$ cat src/rtl/exe_mem_pipe_stage_pkg.sv
// Shared defaults, state type and bundle sizing for the EXE->MEM pipeline stage
// and the generic skid buffer it is built on.
package exe_mem_pipe_stage_pkg;

  localparam int unsigned DEF_DATA_W = 32;
  localparam int unsigned DEF_PC_W   = 32;
  localparam int unsigned DEF_RD_W   = 5;
  localparam int unsigned DEF_STAT_W = 16;
  localparam int unsigned CTRL_W     = 3;

  typedef enum logic [1:0] {
    EMPTY = 2'd0,
    FULL  = 2'd1,
    SKID  = 2'd2
  } skidState_e;

  // Packed bundle width; field order pc, regWE, dataWE, regSel, rd, dataA, dataB, aluOut.
  function automatic int unsigned bundleWidth(input int unsigned pcW,
                                              input int unsigned rdW,
                                              input int unsigned dataW);
    return pcW + CTRL_W + rdW + 3 * dataW;
  endfunction

endpackage

$ cat src/rtl/exe_mem_pipe_stage_if.sv
// EXE->MEM handshake and bundle signals; master is the surrounding pipeline,
// slave is the pipe stage itself.
interface exe_mem_pipe_stage_if
  import exe_mem_pipe_stage_pkg::*;
#(
  parameter int unsigned DATA_W = DEF_DATA_W,
  parameter int unsigned PC_W   = DEF_PC_W,
  parameter int unsigned RD_W   = DEF_RD_W,
  parameter int unsigned STAT_W = DEF_STAT_W
);

  logic              in_valid;
  logic              in_ready;
  logic [PC_W-1:0]   pc_exe;
  logic              registerWriteEnable_i;
  logic              dataWriteEnable_i;
  logic              regSelect_i;
  logic [RD_W-1:0]   rd_i;
  logic [DATA_W-1:0] dataA_i;
  logic [DATA_W-1:0] dataB_i;
  logic [DATA_W-1:0] aluOut_i;

  logic              out_valid;
  logic              out_ready;
  logic [PC_W-1:0]   pc_mem;
  logic              registerWriteEnable_o;
  logic              dataWriteEnable_o;
  logic              regSelect_o;
  logic [RD_W-1:0]   rd_o;
  logic [DATA_W-1:0] dataA_o;
  logic [DATA_W-1:0] dataB_o;
  logic [DATA_W-1:0] aluOut_o;
  logic [STAT_W-1:0] stall_cycles;

  modport master (
    output in_valid, pc_exe, registerWriteEnable_i, dataWriteEnable_i, regSelect_i,
           rd_i, dataA_i, dataB_i, aluOut_i, out_ready,
    input  in_ready, out_valid, pc_mem, registerWriteEnable_o, dataWriteEnable_o,
           regSelect_o, rd_o, dataA_o, dataB_o, aluOut_o, stall_cycles
  );

  modport slave (
    input  in_valid, pc_exe, registerWriteEnable_i, dataWriteEnable_i, regSelect_i,
           rd_i, dataA_i, dataB_i, aluOut_i, out_ready,
    output in_ready, out_valid, pc_mem, registerWriteEnable_o, dataWriteEnable_o,
           regSelect_o, rd_o, dataA_o, dataB_o, aluOut_o, stall_cycles
  );

endinterface

$ cat src/rtl/pipe_skid_buffer.sv
// Generic valid/ready pipeline register: 2-entry skid (registered in_ready) or a
// single entry whose in_ready looks through to outReady.
module pipe_skid_buffer
  import exe_mem_pipe_stage_pkg::*;
#(
  parameter int unsigned W       = 32,
  parameter int unsigned SKID_EN = 1
) (
  input  logic         clk,
  input  logic         rst,
  input  logic         flush,
  input  logic         inValid,
  output logic         inReady_c,
  input  logic [W-1:0] inData,
  output logic         outValid,
  input  logic         outReady,
  output logic [W-1:0] outData
);

  skidState_e   state, stateNext;
  logic [W-1:0] mData, mDataNext;
  logic [W-1:0] sData, sDataNext;
  logic         xferIn, xferOut;

  assign outValid  = (state != EMPTY);
  assign outData   = mData;
  assign inReady_c = !rst && ((SKID_EN != 0) ? (state != SKID)
                                             : ((state == EMPTY) || outReady));
  assign xferIn    = inValid & inReady_c;
  assign xferOut   = outValid & outReady;

  always_ff @(posedge clk) begin
    if (rst) begin
      state <= EMPTY;
      mData <= '0;
      sData <= '0;
    end else begin
      state <= stateNext;
      mData <= mDataNext;
      sData <= sDataNext;
    end
  end

  // Flush drops validity only; held data stays put so bubble outputs remain stable.
  always_comb begin
    stateNext = state;
    mDataNext = mData;
    sDataNext = sData;
    if (flush) begin
      stateNext = EMPTY;
    end else begin
      case (state)
        EMPTY: begin
          if (xferIn) begin
            stateNext = FULL;
            mDataNext = inData;
          end
        end
        FULL: begin
          if (xferIn && xferOut) begin
            mDataNext = inData;
          end else if (xferOut) begin
            stateNext = EMPTY;
          end else if (xferIn) begin
            stateNext = SKID;
            sDataNext = inData;
          end
        end
        SKID: begin
          if (xferOut) begin
            stateNext = FULL;
            mDataNext = sData;
          end
        end
        default: stateNext = EMPTY;
      endcase
    end
  end

endmodule

$ cat src/rtl/exe_mem_pipe_stage.sv
// Elastic EXE->MEM pipeline register: packs the EXE bundle through a skid buffer,
// gates write enables on bubbles and counts MEM-side stall cycles.
module exe_mem_pipe_stage
  import exe_mem_pipe_stage_pkg::*;
#(
  parameter int unsigned DATA_W  = DEF_DATA_W,
  parameter int unsigned PC_W    = DEF_PC_W,
  parameter int unsigned RD_W    = DEF_RD_W,
  parameter int unsigned SKID_EN = 1,
  parameter int unsigned STAT_W  = DEF_STAT_W
) (
  input logic                 clk,
  input logic                 rst,
  input logic                 flush,
  exe_mem_pipe_stage_if.slave bus
);

  localparam int unsigned BUNDLE_W = bundleWidth(PC_W, RD_W, DATA_W);

  typedef struct packed {
    logic [PC_W-1:0]   pc;
    logic              regWE;
    logic              dataWE;
    logic              regSel;
    logic [RD_W-1:0]   rd;
    logic [DATA_W-1:0] dataA;
    logic [DATA_W-1:0] dataB;
    logic [DATA_W-1:0] aluOut;
  } bundle_t;

  bundle_t           inB, outB;
  logic              outValid;
  logic [STAT_W-1:0] stallCnt;

  assign inB.pc     = bus.pc_exe;
  assign inB.regWE  = bus.registerWriteEnable_i;
  assign inB.dataWE = bus.dataWriteEnable_i;
  assign inB.regSel = bus.regSelect_i;
  assign inB.rd     = bus.rd_i;
  assign inB.dataA  = bus.dataA_i;
  assign inB.dataB  = bus.dataB_i;
  assign inB.aluOut = bus.aluOut_i;

  pipe_skid_buffer #(
    .W       (BUNDLE_W),
    .SKID_EN (SKID_EN)
  ) u_skid (
    .clk       (clk),
    .rst       (rst),
    .flush     (flush),
    .inValid   (bus.in_valid),
    .inReady_c (bus.in_ready),
    .inData    (inB),
    .outValid  (outValid),
    .outReady  (bus.out_ready),
    .outData   (outB)
  );

  // Saturating stall counter; survives flush, cleared only by reset.
  always_ff @(posedge clk) begin
    if (rst) begin
      stallCnt <= '0;
    end else if (outValid && !bus.out_ready && (stallCnt != '1)) begin
      stallCnt <= stallCnt + STAT_W'(1);
    end
  end

  assign bus.out_valid             = outValid;
  assign bus.pc_mem                = outB.pc;
  assign bus.registerWriteEnable_o = outValid & outB.regWE;
  assign bus.dataWriteEnable_o     = outValid & outB.dataWE;
  assign bus.regSelect_o           = outB.regSel;
  assign bus.rd_o                  = outB.rd;
  assign bus.dataA_o               = outB.dataA;
  assign bus.dataB_o               = outB.dataB;
  assign bus.aluOut_o              = outB.aluOut;
  assign bus.stall_cycles          = stallCnt;

endmodule

$ cat src/flat_wrapper.sv
// flat-port wrapper written by rule: the top's interface ports become plain ports
module exe_mem_pipe_stage_flat import exe_mem_pipe_stage_pkg::*;
#(
  parameter int unsigned DATA_W  = DEF_DATA_W,
  parameter int unsigned PC_W    = DEF_PC_W,
  parameter int unsigned RD_W    = DEF_RD_W,
  parameter int unsigned SKID_EN = 1,
  parameter int unsigned STAT_W  = DEF_STAT_W
)
  (clk, rst, flush, bus_in_valid, bus_pc_exe, bus_registerWriteEnable_i, bus_dataWriteEnable_i, bus_regSelect_i, bus_rd_i, bus_dataA_i, bus_dataB_i, bus_aluOut_i, bus_out_ready, bus_in_ready, bus_out_valid, bus_pc_mem, bus_registerWriteEnable_o, bus_dataWriteEnable_o, bus_regSelect_o, bus_rd_o, bus_dataA_o, bus_dataB_o, bus_aluOut_o, bus_stall_cycles);
  exe_mem_pipe_stage_if #(.DATA_W(DATA_W), .PC_W(PC_W), .RD_W(RD_W), .STAT_W(STAT_W)) bus_i ();
  input logic clk;
  input logic rst;
  input logic flush;
  input wire logic [$bits(bus_i.in_valid)-1:0] bus_in_valid;
  input wire logic [$bits(bus_i.pc_exe)-1:0] bus_pc_exe;
  input wire logic [$bits(bus_i.registerWriteEnable_i)-1:0] bus_registerWriteEnable_i;
  input wire logic [$bits(bus_i.dataWriteEnable_i)-1:0] bus_dataWriteEnable_i;
  input wire logic [$bits(bus_i.regSelect_i)-1:0] bus_regSelect_i;
  input wire logic [$bits(bus_i.rd_i)-1:0] bus_rd_i;
  input wire logic [$bits(bus_i.dataA_i)-1:0] bus_dataA_i;
  input wire logic [$bits(bus_i.dataB_i)-1:0] bus_dataB_i;
  input wire logic [$bits(bus_i.aluOut_i)-1:0] bus_aluOut_i;
  input wire logic [$bits(bus_i.out_ready)-1:0] bus_out_ready;
  output wire logic [$bits(bus_i.in_ready)-1:0] bus_in_ready;
  output wire logic [$bits(bus_i.out_valid)-1:0] bus_out_valid;
  output wire logic [$bits(bus_i.pc_mem)-1:0] bus_pc_mem;
  output wire logic [$bits(bus_i.registerWriteEnable_o)-1:0] bus_registerWriteEnable_o;
  output wire logic [$bits(bus_i.dataWriteEnable_o)-1:0] bus_dataWriteEnable_o;
  output wire logic [$bits(bus_i.regSelect_o)-1:0] bus_regSelect_o;
  output wire logic [$bits(bus_i.rd_o)-1:0] bus_rd_o;
  output wire logic [$bits(bus_i.dataA_o)-1:0] bus_dataA_o;
  output wire logic [$bits(bus_i.dataB_o)-1:0] bus_dataB_o;
  output wire logic [$bits(bus_i.aluOut_o)-1:0] bus_aluOut_o;
  output wire logic [$bits(bus_i.stall_cycles)-1:0] bus_stall_cycles;
  assign bus_i.in_valid = bus_in_valid;
  assign bus_i.pc_exe = bus_pc_exe;
  assign bus_i.registerWriteEnable_i = bus_registerWriteEnable_i;
  assign bus_i.dataWriteEnable_i = bus_dataWriteEnable_i;
  assign bus_i.regSelect_i = bus_regSelect_i;
  assign bus_i.rd_i = bus_rd_i;
  assign bus_i.dataA_i = bus_dataA_i;
  assign bus_i.dataB_i = bus_dataB_i;
  assign bus_i.aluOut_i = bus_aluOut_i;
  assign bus_i.out_ready = bus_out_ready;
  assign bus_in_ready = bus_i.in_ready;
  assign bus_out_valid = bus_i.out_valid;
  assign bus_pc_mem = bus_i.pc_mem;
  assign bus_registerWriteEnable_o = bus_i.registerWriteEnable_o;
  assign bus_dataWriteEnable_o = bus_i.dataWriteEnable_o;
  assign bus_regSelect_o = bus_i.regSelect_o;
  assign bus_rd_o = bus_i.rd_o;
  assign bus_dataA_o = bus_i.dataA_o;
  assign bus_dataB_o = bus_i.dataB_o;
  assign bus_aluOut_o = bus_i.aluOut_o;
  assign bus_stall_cycles = bus_i.stall_cycles;
  exe_mem_pipe_stage #(.DATA_W(DATA_W), .PC_W(PC_W), .RD_W(RD_W), .SKID_EN(SKID_EN), .STAT_W(STAT_W)) u_core (.clk(clk), .rst(rst), .flush(flush), .bus(bus_i));
endmodule
$ cat config.mk
export PLATFORM = sky130hd
export DESIGN_NAME = exe_mem_pipe_stage_flat
export DESIGN_NICKNAME = d
export VERILOG_FILES = /design/src/rtl/exe_mem_pipe_stage_pkg.sv /design/src/rtl/exe_mem_pipe_stage_if.sv /design/src/rtl/pipe_skid_buffer.sv /design/src/rtl/exe_mem_pipe_stage.sv /design/src/flat_wrapper.sv
export SDC_FILE = /design/constraint.sdc
export NUM_CORES = 1
export LEC_CHECK = 0
export BUFFER_PORTS_ARGS = -buffer_cell sky130_fd_sc_hd__buf_2
export CAP_MARGIN = 20
export CORE_UTILIZATION = 58
export DETAILED_ROUTE_END_ITERATION = 6
export GPL_ROUTABILITY_DRIVEN = 0
export HOLD_SLACK_MARGIN = 0.05
export MAX_ROUTING_LAYER = met4
export PLACE_DENSITY = 0.92
export SYNTH_ARGS = -nofsm -noshare
export SYNTH_HDL_FRONTEND = slang
export SYNTH_SLANG_ARGS = --single-unit
$ cat constraint.sdc
create_clock -name clk -period 2.54 [get_ports clk]
set_input_delay 0.508 -clock clk [delete_from_list [all_inputs] [get_ports clk]]
set_output_delay 0.508 -clock clk [all_outputs]
set_load 0.02 [all_outputs]
After elaboration in Yosys (flattened, before gate mapping)
Cells that the tools add are included.

Flip-flop bits (word level): 290. Output and inout bits: 154.

Reduce and logical (&&, ||, !) cells: 13. Multiplexer cells: 10. $add $sub $neg: 1. Bitwise logic cells: 7. Eq/ne operators: 9.

Operators by type and width (count): two-way mux 136 bit (3); case mux 136 bit (3 select lines) (1); adder 16 x 1 -> 16 bit, second input constant (1); inequality test 16 bit, second input constant (1); two-way mux 2 bit (5); inequality test 2 bit, second input constant (5); AND reduction 5 bit (2); case mux 2 bit (3 select lines) (1); bitwise AND 1 bit (4); logical AND 1 bit (4); AND reduction 4 bit (1); inequality test 3 bit, second input constant (1); inverter 1 bit (3); nonzero test 3 bit (1); equality test 2 x 1 -> 1 bit, second input constant (1); equality test 2 bit, second input constant (1); zero test 1 bit (2); zero test 2 bit (1); nonzero test 2 bit (1); OR reduction 2 bit (1).

Depth between registers and ports, before layout
Gate-level depths: netlist of the first run.

Depth in word-level cells: 7. Gate-level depth with buffers: 8. Gate-level depth less buffers: 6.

By module
From an unflattened synthesis of the first run, not the netlist that was laid out.

Cells, all modules: 1394. Area total of the unflattened synthesis: 13055.0 sq um.

By module, submodules not included: pipe_skid_buffer (seq. area each 5485.3 sq um, cells an instance 1293, area an instance 12165.4 sq um, instances 1); exe_mem_pipe_stage (seq. area each 320.3 sq um, cells an instance 101, area an instance 889.6 sq um, instances 1).

Worst setup path before layout of the first run
OpenSTA, ideal clock, no wires.

Kind: input to output. Start point: input rst. End point: output bus_in_ready. Arrival: 1.394 ns. Stages on the path: 4. Data required time: 2.032 ns. Setup slack: 0.638 ns. Path buffers: 3. Path through: clkbuf_1 > clkbuf_1 > clkbuf_1 > nor2_1.

Word-level cells in the longest chain between the ends: 2.

Ends and longest elaborated chain: from (decl) (RTL line flat_wrapper.sv:13) `input logic rst;`; zero test 1 bit (RTL line pipe_skid_buffer.sv:27) `assign inReady_c = !rst && ((SKID_EN != 0) ? (state != SKID)`; logical AND 1 bit (RTL line pipe_skid_buffer.sv:27); to (decl) (RTL line flat_wrapper.sv:25) `output wire logic [$bits(bus_i.in_ready)-1:0] bus_in_ready;`.

No other way between the ends.

Worst setup path after layout of the first run
Start point: register u_core.u_skid.state[1]. End point: output bus_dataWriteEnable_o.

Word-level cells in the longest chain between the ends: 2.

Ends and longest elaborated chain: from (decl) (RTL line pipe_skid_buffer.sv:20) `skidState_e state, stateNext;`; from (signal assigned) (RTL line pipe_skid_buffer.sv:38) `state <= stateNext;`; nonzero test 2 bit (RTL line pipe_skid_buffer.sv:25) `assign outValid = (state != EMPTY);`; bitwise AND 1 bit (RTL line exe_mem_pipe_stage.sv:71) `assign bus.dataWriteEnable_o = outValid & outB.dataWE;`; to (decl) (RTL line flat_wrapper.sv:29) `output wire logic [$bits(bus_i.dataWriteEnable_o)-1:0] bus_dataWriteEnable_o;`.

No other way between the ends.

==> flow_summary.json, run 1 <==
{
  "run_status": "completed",
  "rows": 53,
  "detail-route-antenna-nets": 0,
  "synth.top_cells.by_area": "sky130_fd_sc_hd__dfxtp_1, sky130_fd_sc_hd__nand2_1, sky130_fd_sc_hd__buf_4, sky130_fd_sc_hd__a311oi_1, sky130_fd_sc_hd__a21oi_1",
  "finalWorstSetupSlack_ns": 0.3442,
  "cts_tree": "built",
  "synth_area_um2": 12580,
  "final_cell_count_no_fill": 1975,
  "period_minus_slack_ns": 2.196,
  "clock_sinks": 290,
  "finClkSkew_ns": 0.007882,
  "muxShareOfSynthArea_pct": 0.07955,
  "ys_ff_latch": 290,
  "worst_slew_margin_rel_pct": 33.61,
  "max_clock_freq_mhz": 455.4,
  "place_ws_ns": 0.3748,
  "routed-via-count": 11030,
  "synthesis.yosys.warnings": 0,
  "crit_path_top_delay_cell": "sky130_fd_sc_hd__dfxtp_1",
  "clockPowerShare_pct": 42.5,
  "cts_htree_levels": 1,
  "grt_setup_unrepaired": "no",
  "post-synth-top-area-fraction_pct": 46.14,
  "holdBufCountCts": 0,
  "detail_route.drc_violations": 0,
  "number_of_drc_markers_in_iteration_0": 736,
  "post-synth-top-area-cell": "sky130_fd_sc_hd__dfxtp_1",
  "synth_fa_ha_area_share_pct": 0.09943,
  "post_dp_cell_area_um2": 13130,
  "insertion_delay_ns": 0.54,
  "synth_compound_area_share_pct": 17.22,
  "postRouteWirelength_um": 30260,
  "routed_via_density": 5.583,
  "cp_data_arrival_time_ns": 1.69,
  "synth_xor_xnor_area_share_pct": 0.8352,
  "drv_slew": 0,
  "grt_overflow": 0,
  "cell_internal_power_dissipation_uw": 7421,
  "irDropWorstVdd_mv": 0.6672,
  "placeableCoreArea_um2": 21150,
  "chipWidth_um": 149.3,
  "async_flop_share_pct": 0,
  "worst_pin_slew_ns": 0.9958,
  "synth-edff-count": 0,
  "layout.filler_cells": 1647,
  "total_non_filler_cell_area_in_the_finished_layout_um2": 14060,
  "hp-class": "in2reg",
  "critical_path.startpoint_type": "register",
  "cp_cell_sequence": "or2_2 > and2_1 > buf_2",
  "synth.lib_cells_used.distinct": 41,
  "worst_r2r_path_depth": 7,
  "ys.flop_type": "sky130_fd_sc_hd__dfxtp_1",
  "switching_share_pct": 24.00,
  "combinational_family_with_the_most_area_after_synthesis": "simple AND/OR/NAND/NOR gates",
  "hold_path_depth": 2,
  "grt_use_total_pct": 26.68,
  "cts_buffer_depth": 3,
  "antenna_found_initial": 1,
  "first_pass_grt_wire_length_um": 48010,
  "dp_hpwl_um": 18790,
  "via_count_of_the_first_global_routing_pass": 10120,
  "worst_setup_path_end_kind": "output pin",
  "max-cap-violations": 0,
  "hold_viol": 0,
  "p_leak_uw": 0.005579,
  "port-buffer-count": 294,
  "io-pin-count": 295,
  "synthCells": 1590,
  "avg_wl_per_cell_um": 15.32,
  "worst_setup_hold_path_clk_slew_ns": 0.06,
  "placed_cells": 1923,
  "power_per_cell_area_nw_per_um2": 694.4,
  "seq_power_share_pct": 48.6,
  "critical_path.max_stage_delay_ns": 0.40,
  "cts.root.buffer_cell": "sky130_fd_sc_hd__clkbuf_16",
  "syn_avg_cell_area_um2": 7.914,
  "drive_gt1_share_pct": 23.60,
  "synth_simple_gate_area_share_pct": 23.02,
  "commonest_non_fill_non_tap_cells_in_the_layout": "sky130_fd_sc_hd__nand2_1, sky130_fd_sc_hd__buf_2, sky130_fd_sc_hd__dfxtp_1",
  "die-area_um2": 22290,
  "post-cts-setup-buffer-count": 0,
  "num-nets-final": 1822,
  "cts-resized-gates": 0,
  "initial_utilization_pct": 59.48,
  "setup_total_negative_slack_ns": 0,
  "grt_start_max_net_pins": 209,
  "die_height_um": 149.3,
  "highest_fanout_seen_on_the_critical_path": 8,
  "netSwitchingPower_uw": 2344,
  "tritoncts_buffers": 30,
  "syn-num-nets": 1732,
  "synth-seq-area-share_pct": 46.14,
  "critical_path_class": "reg2out",
  "area_growth_syn_to_layout_pct": 11.75,
  "share_comb_of_total_power_pct": 8.9,
  "crit_required_ns": 2.03,
  "layout_commonest_cell": "sky130_fd_sc_hd__nand2_1",
  "dr.pass1.iters": 5,
  "number_of_endpoints_failing_setup_at_the_final_stage": 0,
  "timing.final.crit_share_pct": 86.45
}
[power by group through the flow]
stage / Sequential, µW / Combinational, µW / Clock [µW]
after global placement: 4840 / 836 / 0
final: 4750 / 867 / 4150
after global routing: 4760 / 944 / 4410
after CTS: 4750 / 867 / 4220
after detailed placement: 4850 / 861 / 0
after floorplan: 4830 / 678 / 0
[routing by layer]
metal  part of all wire, %  GRT usage, %
met1                    39         31.30
met2                    50         44.35
met3                   7.3         5.046
met4                   4.2         11.89
met5                     0             -
[path summary, 6_finish.rpt]
check | startpoint | to | slack, ns
max reg2reg | u_core.u_skid.state[1] | u_core.u_skid.outData[46] | 0.44
min reg2reg | u_core.u_skid.sData[68] | u_core.u_skid.sData[68] | 0.45
max | u_core.u_skid.state[1] | bus_dataWriteEnable_o | 0.34
min | rst | u_core.u_skid.state[0] | 0.19
[cell type report]
cell class | count | area (µm²) | area share, %
multi-input combinational | 1043 | 5219 | 37.11
sequential | 290 | 5806 | 41.28
timing repair buffer | 314 | 1757 | 12.49
clock inverter | 10 | 77.57 | 0.5517
antenna | 1 | 2.502 | 0.01780
inverter | 1 | 3.754 | 0.02669
tap | 275 | 344.1 | 2.447
clock buffer | 41 | 853.3 | 6.068
[metrics by stage]
step | power, µW | hold slack, ns | util (%)
after global routing | 10110 | 0.1878 | 66.48
after detailed placement | 5707 | 0.4465 | 62.06
after global placement | 5676 | 0.4412 | 62.06
after CTS | 9832 | 0.1752 | 66.46
final | 9765 | 0.1926 | 66.48
after floorplan | 5508 | 0.4366 | -
[worst max-delay path, delay by kind of cell, from the launching register on]
| kind | cells | cell delay, ns |
|---|---|---|
| simple gates | 2 | 0.58 |
| flops | 1 | 0.40 |
| buf+inv | 1 | 0.16 |
[cell families (layout without fill, tap and decap cells)]
logic type | count (synthesis) | count (layout)
AOI/OAI and AO/OA | 287 | 287
xor gates and xnor gates | 12 | 12
adders and majority gates | 1 | 1
buffers and inverters | 257 | 366
DFF | 290 | 290
muxes | 1 | 1
other | 0 | 1
and+or+nand+nor | 742 | 742
[registers in the layout, indices dropped and copies added, names as in the netlist]
signal and flops:
u_core.u_skid.sData 136, u_core.u_skid.state 2, u_core.bus.stall_cycles 16, u_core.u_skid.outData 136
[Yosys cell counts, types with 2 or more instances]
| library cell | count |
|---|---|
| sky130_fd_sc_hd__buf_6 | 6 |
| sky130_fd_sc_hd__buf_2 | 44 |
| sky130_fd_sc_hd__a21oi_1 | 142 |
| sky130_fd_sc_hd__clkbuf_1 | 59 |
| sky130_fd_sc_hd__nand4_1 | 7 |
| sky130_fd_sc_hd__buf_1 | 8 |
| sky130_fd_sc_hd__nand3_1 | 3 |
| sky130_fd_sc_hd__and2_1 | 2 |
| sky130_fd_sc_hd__or2_2 | 2 |
| sky130_fd_sc_hd__nand2b_1 | 2 |
| sky130_fd_sc_hd__and3_1 | 2 |
| sky130_fd_sc_hd__nor4b_1 | 2 |
| sky130_fd_sc_hd__nor2b_1 | 2 |
| sky130_fd_sc_hd__nand2_1 | 551 |
| sky130_fd_sc_hd__o21ai_0 | 4 |
| sky130_fd_sc_hd__or3_1 | 2 |
| sky130_fd_sc_hd__nor3b_1 | 2 |
| sky130_fd_sc_hd__a311oi_2 | 32 |
| sky130_fd_sc_hd__a311oi_1 | 104 |
| sky130_fd_sc_hd__nor2_1 | 156 |
| sky130_fd_sc_hd__xor2_1 | 8 |
| sky130_fd_sc_hd__dfxtp_1 | 290 |
| sky130_fd_sc_hd__xnor2_1 | 4 |
| sky130_fd_sc_hd__buf_4 | 139 |
(Power assumes the default switching activity.)
==> inputs of run 2 (changes only) <==
--- a/config.mk
+++ b/config.mk
@@ -10,6 +10,7 @@
 export CORE_UTILIZATION = 58
 export DETAILED_ROUTE_END_ITERATION = 6
 export GPL_ROUTABILITY_DRIVEN = 0
+export GPL_TIMING_DRIVEN = 0
 export HOLD_SLACK_MARGIN = 0.05
 export MAX_ROUTING_LAYER = met4
 export PLACE_DENSITY = 0.92
==> flow_summary.json, run 2 (synthesis gave the netlist of run 1 again) <==
{
  "run_status": "completed",
  "placeableCoreArea_um2": 21150,
  "timing.critical_path.mode_cell": "sky130_fd_sc_hd__clkbuf_1",
  "worst_r2r_startpoint": "u_core.u_skid.state[1]",
  "routed_via_density": 5.524,
  "die_height_um": 149.3,
  "p_leak_uw": 0.006477,
  "multi_input_comb_area_um2": 5191,
  "tritoncts_buffers": 29,
  "detail_route.drc_violations": 0,
  "dr.pass1.iters": 6,
  "area.sequential_um2": 5806,
  "cts_htree_levels": 1,
  "worst_pin_slew_ns": 0.8212,
  "worstReg2RegEnd": "u_core.u_skid.outData[38]",
  "hold_viol": 0,
  "total_non_filler_cell_area_in_the_finished_layout_um2": 15270,
  "grt_use_total_pct": 32.66,
  "layout.filler_cells": 1541,
  "max_clock_freq_mhz": 409.0,
  "grt_busiest_layer": "met2",
  "io-pin-count": 295,
  "area_growth_syn_to_layout_pct": 21.32,
  "die-area_um2": 22290,
  "cp_top_family": "buffers and inverters",
  "irDropWorstVdd_mv": 0.7330,
  "power_per_cell_area_nw_per_um2": 640.7,
  "crit_required_ns": 2.97,
  "chipWidth_um": 149.3,
  "highest_fanout_seen_on_the_critical_path": 10,
  "grt_overflow": 0,
  "worst_setup_hold_path_clk_slew_ns": 0.06,
  "clock_sinks": 290,
  "cp_data_arrival_time_ns": 2.87,
  "min_delay_worst_endpoint": "u_core.u_skid.state[1]",
  "reg_to_reg_slack_setup_ns": 0.1,
  "first_pass_grt_wire_length_um": 56760,
  "critical_path.startpoint_type": "register",
  "avg_wl_per_cell_um": 16.14,
  "max-cap-violations": 0,
  "finClkSkew_ns": 0.01687,
  "post-cts-setup-buffer-count": 0,
  "postRouteWirelength_um": 35690,
  "cts-resized-gates": 0,
  "cts_tree": "built",
  "number_of_endpoints_failing_setup_at_the_final_stage": 0,
  "hold_path_startpoint": "flush",
  "hold_path_depth": 2,
  "critPathBufInv": 2,
  "worst_slew_margin_rel_pct": 45.25,
  "cts_buffer_depth": 3,
  "dp_hpwl_um": 24680,
  "period_minus_slack_ns": 2.445,
  "globalRouteMet3Util_pct": 6.300,
  "num-nets-final": 2056,
  "critical_path.max_stage_delay_ns": 0.64,
  "worst_setup_path_end_kind": "register",
  "rows": 53,
  "antenna_found_initial": 7,
  "number_of_drc_markers_in_iteration_0": 888,
  "via_count_of_the_first_global_routing_pass": 11570,
  "cts.root.buffer_cell": "sky130_fd_sc_hd__clkbuf_16",
  "initial_utilization_pct": 59.48,
  "groute.layer.met2.usage_pct": 54.07,
  "hp-class": "in2reg",
  "use_met1_pct": 37.85,
  "grt_start_max_net_pins": 14,
  "crit_path_top_delay_cell": "sky130_fd_sc_hd__clkbuf_1",
  "grt_setup_unrepaired": "no",
  "setup_total_negative_slack_ns": 0,
  "post_dp_cell_area_um2": 14390,
  "drv_slew": 0,
  "port-buffer-count": 293,
  "timing.final.crit_share_pct": 96.26,
  "worst_r2r_path_depth": 5,
  "insertion_delay_ns": 0.54,
  "layout_commonest_cell": "sky130_fd_sc_hd__nand2_1",
  "holdBufCountCts": 0,
  "drive_gt1_share_pct": 28.98,
  "cp_cell_sequence": "and2b_1 > clkbuf_1 > clkbuf_1 > nand2_1 > a311oi_2",
  "commonest_non_fill_non_tap_cells_in_the_layout": "sky130_fd_sc_hd__nand2_1, sky130_fd_sc_hd__buf_2, sky130_fd_sc_hd__dfxtp_1",
  "routed-via-count": 12210,
  "detail-route-antenna-nets": 0,
  "critical_path_class": "reg2reg"
}
run 2: changes by cell type in the layout (fill, tap and decap cells not counted), moves of 2 or more:
cell / delta
sky130_fd_sc_hd__clkinv_2: -2
sky130_fd_sc_hd__clkbuf_1: +59
sky130_fd_sc_hd__diode_2: +6
sky130_fd_sc_hd__buf_12: -10
sky130_fd_sc_hd__clkbuf_16: -2
sky130_fd_sc_hd__buf_2: +44
sky130_fd_sc_hd__buf_4: +129
sky130_fd_sc_hd__buf_1: +8
sky130_fd_sc_hd__buf_6: +6
run 2: worst max path at each step:
stage,start,end,cells past startpoint
2_1_floorplan,rst,bus_in_ready,4
3_3_place_gp,rst,bus_in_ready,5
4_1_cts,rst,bus_in_ready,5
5_1_grt,u_core.u_skid.state[1],u_core.u_skid.outData[38],5
6_report,u_core.u_skid.state[1],u_core.u_skid.outData[38],5
3_5_place_dp,rst,bus_in_ready,5
run 2: area by class of cell:
cell class	count	area share, %
clock inverter	7	0.3934
clock buffer	39	5.196
sequential	290	38.03
buffer	256	10.38
timing repair buffer	293	9.606
tap	275	2.254
multi-input combinational	1043	34.01
inverter	1	0.02459
antenna	7	0.1147
run 2: power by group:
| part | internal, µW | switching, µW |
|---|---|---|
| Clock | 2260 | 1710 |
| Combinational | 444 | 618 |
| Sequential | 4680 | 75.0 |
run 2: layer usage:
metal  vias up  wire, µm
met4         0      1648
met1      5684     13910
li1       5838         -
met2       567     17340
met3       124      2793
met5         -         0
run 2: metrics by stage:
step	power [µW]	hold WS, ns	instances	util [%]	setup slack (ns)
finish	9781	0.2121	2211	72.17	0.09511
global route	10090	0.2053	2211	72.17	0.003722
CTS	9785	0.1926	2204	72.08	0.06418
detailed placement	5893	0.4465	2158	68.04	0.05922
global placement	5862	0.4405	2158	68.04	0.07938
floorplan	5508	0.4366	1590	-	0.6375
==> inputs of run 3 (changes only) <==
--- a/config.mk
+++ b/config.mk
@@ -14,6 +14,7 @@
 export HOLD_SLACK_MARGIN = 0.05
 export MAX_ROUTING_LAYER = met4
 export PLACE_DENSITY = 0.92
+export RECOVER_POWER = 50
 export SYNTH_ARGS = -nofsm -noshare
 export SYNTH_HDL_FRONTEND = slang
 export SYNTH_SLANG_ARGS = --single-unit
==> flow_summary.json, run 3 (synthesis gave the netlist of run 1 again) <==
{
  "hp-class": "in2reg",
  "cts-resized-gates": 0,
  "p_leak_uw": 0.005838,
  "die-area_um2": 22290,
  "grt_use_total_pct": 32.66,
  "grt_overflow": 0,
  "max-cap-violations": 0,
  "grt_start_max_net_pins": 14,
  "max_clock_freq_mhz": 418.0,
  "critical_path.startpoint_type": "register",
  "worst_setup_path_end_kind": "register",
  "drv_slew": 0,
  "detail-route-antenna-nets": 0,
  "cp_data_arrival_time_ns": 2.81,
  "highest_fanout_seen_on_the_critical_path": 10,
  "post-cts-setup-buffer-count": 0,
  "power_per_cell_area_nw_per_um2": 648.4,
  "cts_htree_levels": 1,
  "timing.critical_path.mode_cell": "sky130_fd_sc_hd__clkbuf_1",
  "dp_hpwl_um": 24680,
  "final.hold.worst_slack_ns": 0.2165,
  "num-nets-final": 2056,
  "holdBufCountCts": 0,
  "clock_sinks": 290,
  "timing.final.crit_share_pct": 94.18,
  "antenna_found_initial": 7,
  "run_status": "completed",
  "setup_total_negative_slack_ns": 0,
  "postRouteWirelength_um": 35760,
  "avg_wl_per_cell_um": 16.17,
  "routed_via_density": 5.521,
  "placeableCoreArea_um2": 21150,
  "area_growth_syn_to_layout_pct": 19.43,
  "number_of_endpoints_failing_setup_at_the_final_stage": 0,
  "grt_setup_unrepaired": "no",
  "die_height_um": 149.3,
  "cp_top_family": "buffers and inverters",
  "number_of_drc_markers_in_iteration_0": 907,
  "first_pass_grt_wire_length_um": 56760,
  "port-buffer-count": 293,
  "cp_cell_sequence": "and2b_1 > clkbuf_1 > clkbuf_1 > nand2_1 > a311oi_2",
  "worst_pin_slew_ns": 0.9650,
  "io-pin-count": 295,
  "layout_commonest_cell": "sky130_fd_sc_hd__nand2_1",
  "hold_viol": 0,
  "worst_setup_hold_path_clk_slew_ns": 0.06,
  "cts_buffer_depth": 3,
  "drive_gt1_share_pct": 20.89,
  "detail_route.drc_violations": 0,
  "crit_path_top_delay_cell": "sky130_fd_sc_hd__clkbuf_1",
  "via_count_of_the_first_global_routing_pass": 11570,
  "initial_utilization_pct": 59.48,
  "critPathBufInv": 2,
  "finClkSkew_ns": 0.01062,
  "chipWidth_um": 149.3,
  "routed-via-count": 12210,
  "dr.pass1.iters": 5,
  "rows": 53,
  "crit_required_ns": 2.96,
  "insertion_delay_ns": 0.53,
  "commonest_non_fill_non_tap_cells_in_the_layout": "sky130_fd_sc_hd__nand2_1, sky130_fd_sc_hd__dfxtp_1, sky130_fd_sc_hd__clkbuf_1",
  "worst_slew_margin_rel_pct": 35.07,
  "cts.root.buffer_cell": "sky130_fd_sc_hd__clkbuf_16",
  "critical_path_class": "reg2reg",
  "period_minus_slack_ns": 2.392,
  "irDropWorstVdd_mv": 0.7325,
  "tritoncts_buffers": 29,
  "cts_tree": "built",
  "critical_path.max_stage_delay_ns": 0.62
}
[run 3: final timing paths]
| kind | slack, ns | start | cells past startpoint | to |
|---|---|---|---|---|
| worst min register to register | 0.45 | u_core.u_skid.sData[37] | 2 | u_core.u_skid.sData[37] |
| worst max-delay path | 0.15 | u_core.u_skid.state[1] | 5 | u_core.u_skid.outData[38] |
| worst max register to register | 0.15 | u_core.u_skid.state[1] | 5 | u_core.u_skid.outData[38] |
| worst min-delay path | 0.22 | flush | 2 | u_core.u_skid.state[1] |
[run 3: power breakdown]
part / switching (µW) / internal, µW / total [µW]
clock network: 1700 / 2260 / 3960
registers: 75.0 / 4680 / 4750
logic: 623 / 411 / 1030
total: 2400 / 7350 / 9740
[run 3: cell type report]
| cell class | instances | area (µm²) |
|---|---|---|
| timing repair buffer | 293 | 1277 |
| tap | 275 | 344.1 |
| buffer | 256 | 1550 |
| sequential | 290 | 5806 |
| clock buffer | 39 | 793.3 |
| inverter | 1 | 3.754 |
| fill | 1667 | 6126 |
| antenna | 7 | 17.52 |
| clock inverter | 7 | 60.06 |
| multi-input combinational | 1043 | 5176 |
[run 3: routing by layer]
| metal | wire length [µm] | global-route usage [%] | vias up | share of wire (%) |
|---|---|---|---|---|
| li1 | - | - | 5836 | - |
| met1 | 14020 | 37.85 | 5727 | 39 |
| met2 | 17490 | 54.07 | 531 | 49 |
| met3 | 2670 | 6.300 | 113 | 7.5 |
| met4 | 1566 | 16.02 | 0 | 4.4 |
| met5 | 0 | - | - | 0 |
[run 3: stage by stage]
step	worst slack, ns	power (µW)	instances	utilization (%)	area, µm²
2_1_floorplan	0.6375	5508	1590	-	12580
3_3_place_gp	0.07938	5862	2158	68.04	14390
3_5_place_dp	0.05922	5893	2158	68.04	14390
4_1_cts	0.06418	9785	2204	72.08	15250
5_1_grt	0.02183	10070	2211	71.04	15030
6_report	0.1479	9745	2211	71.04	15030
[run 3: worst register-to-register path, stage by stage, from the launching register on]
cell and delay [ns]:
sky130_fd_sc_hd__dfxtp_1 0.44, sky130_fd_sc_hd__and2b_1 0.21, sky130_fd_sc_hd__clkbuf_1 0.62, sky130_fd_sc_hd__clkbuf_1 0.49, sky130_fd_sc_hd__nand2_1 0.19, sky130_fd_sc_hd__a311oi_2 0.33
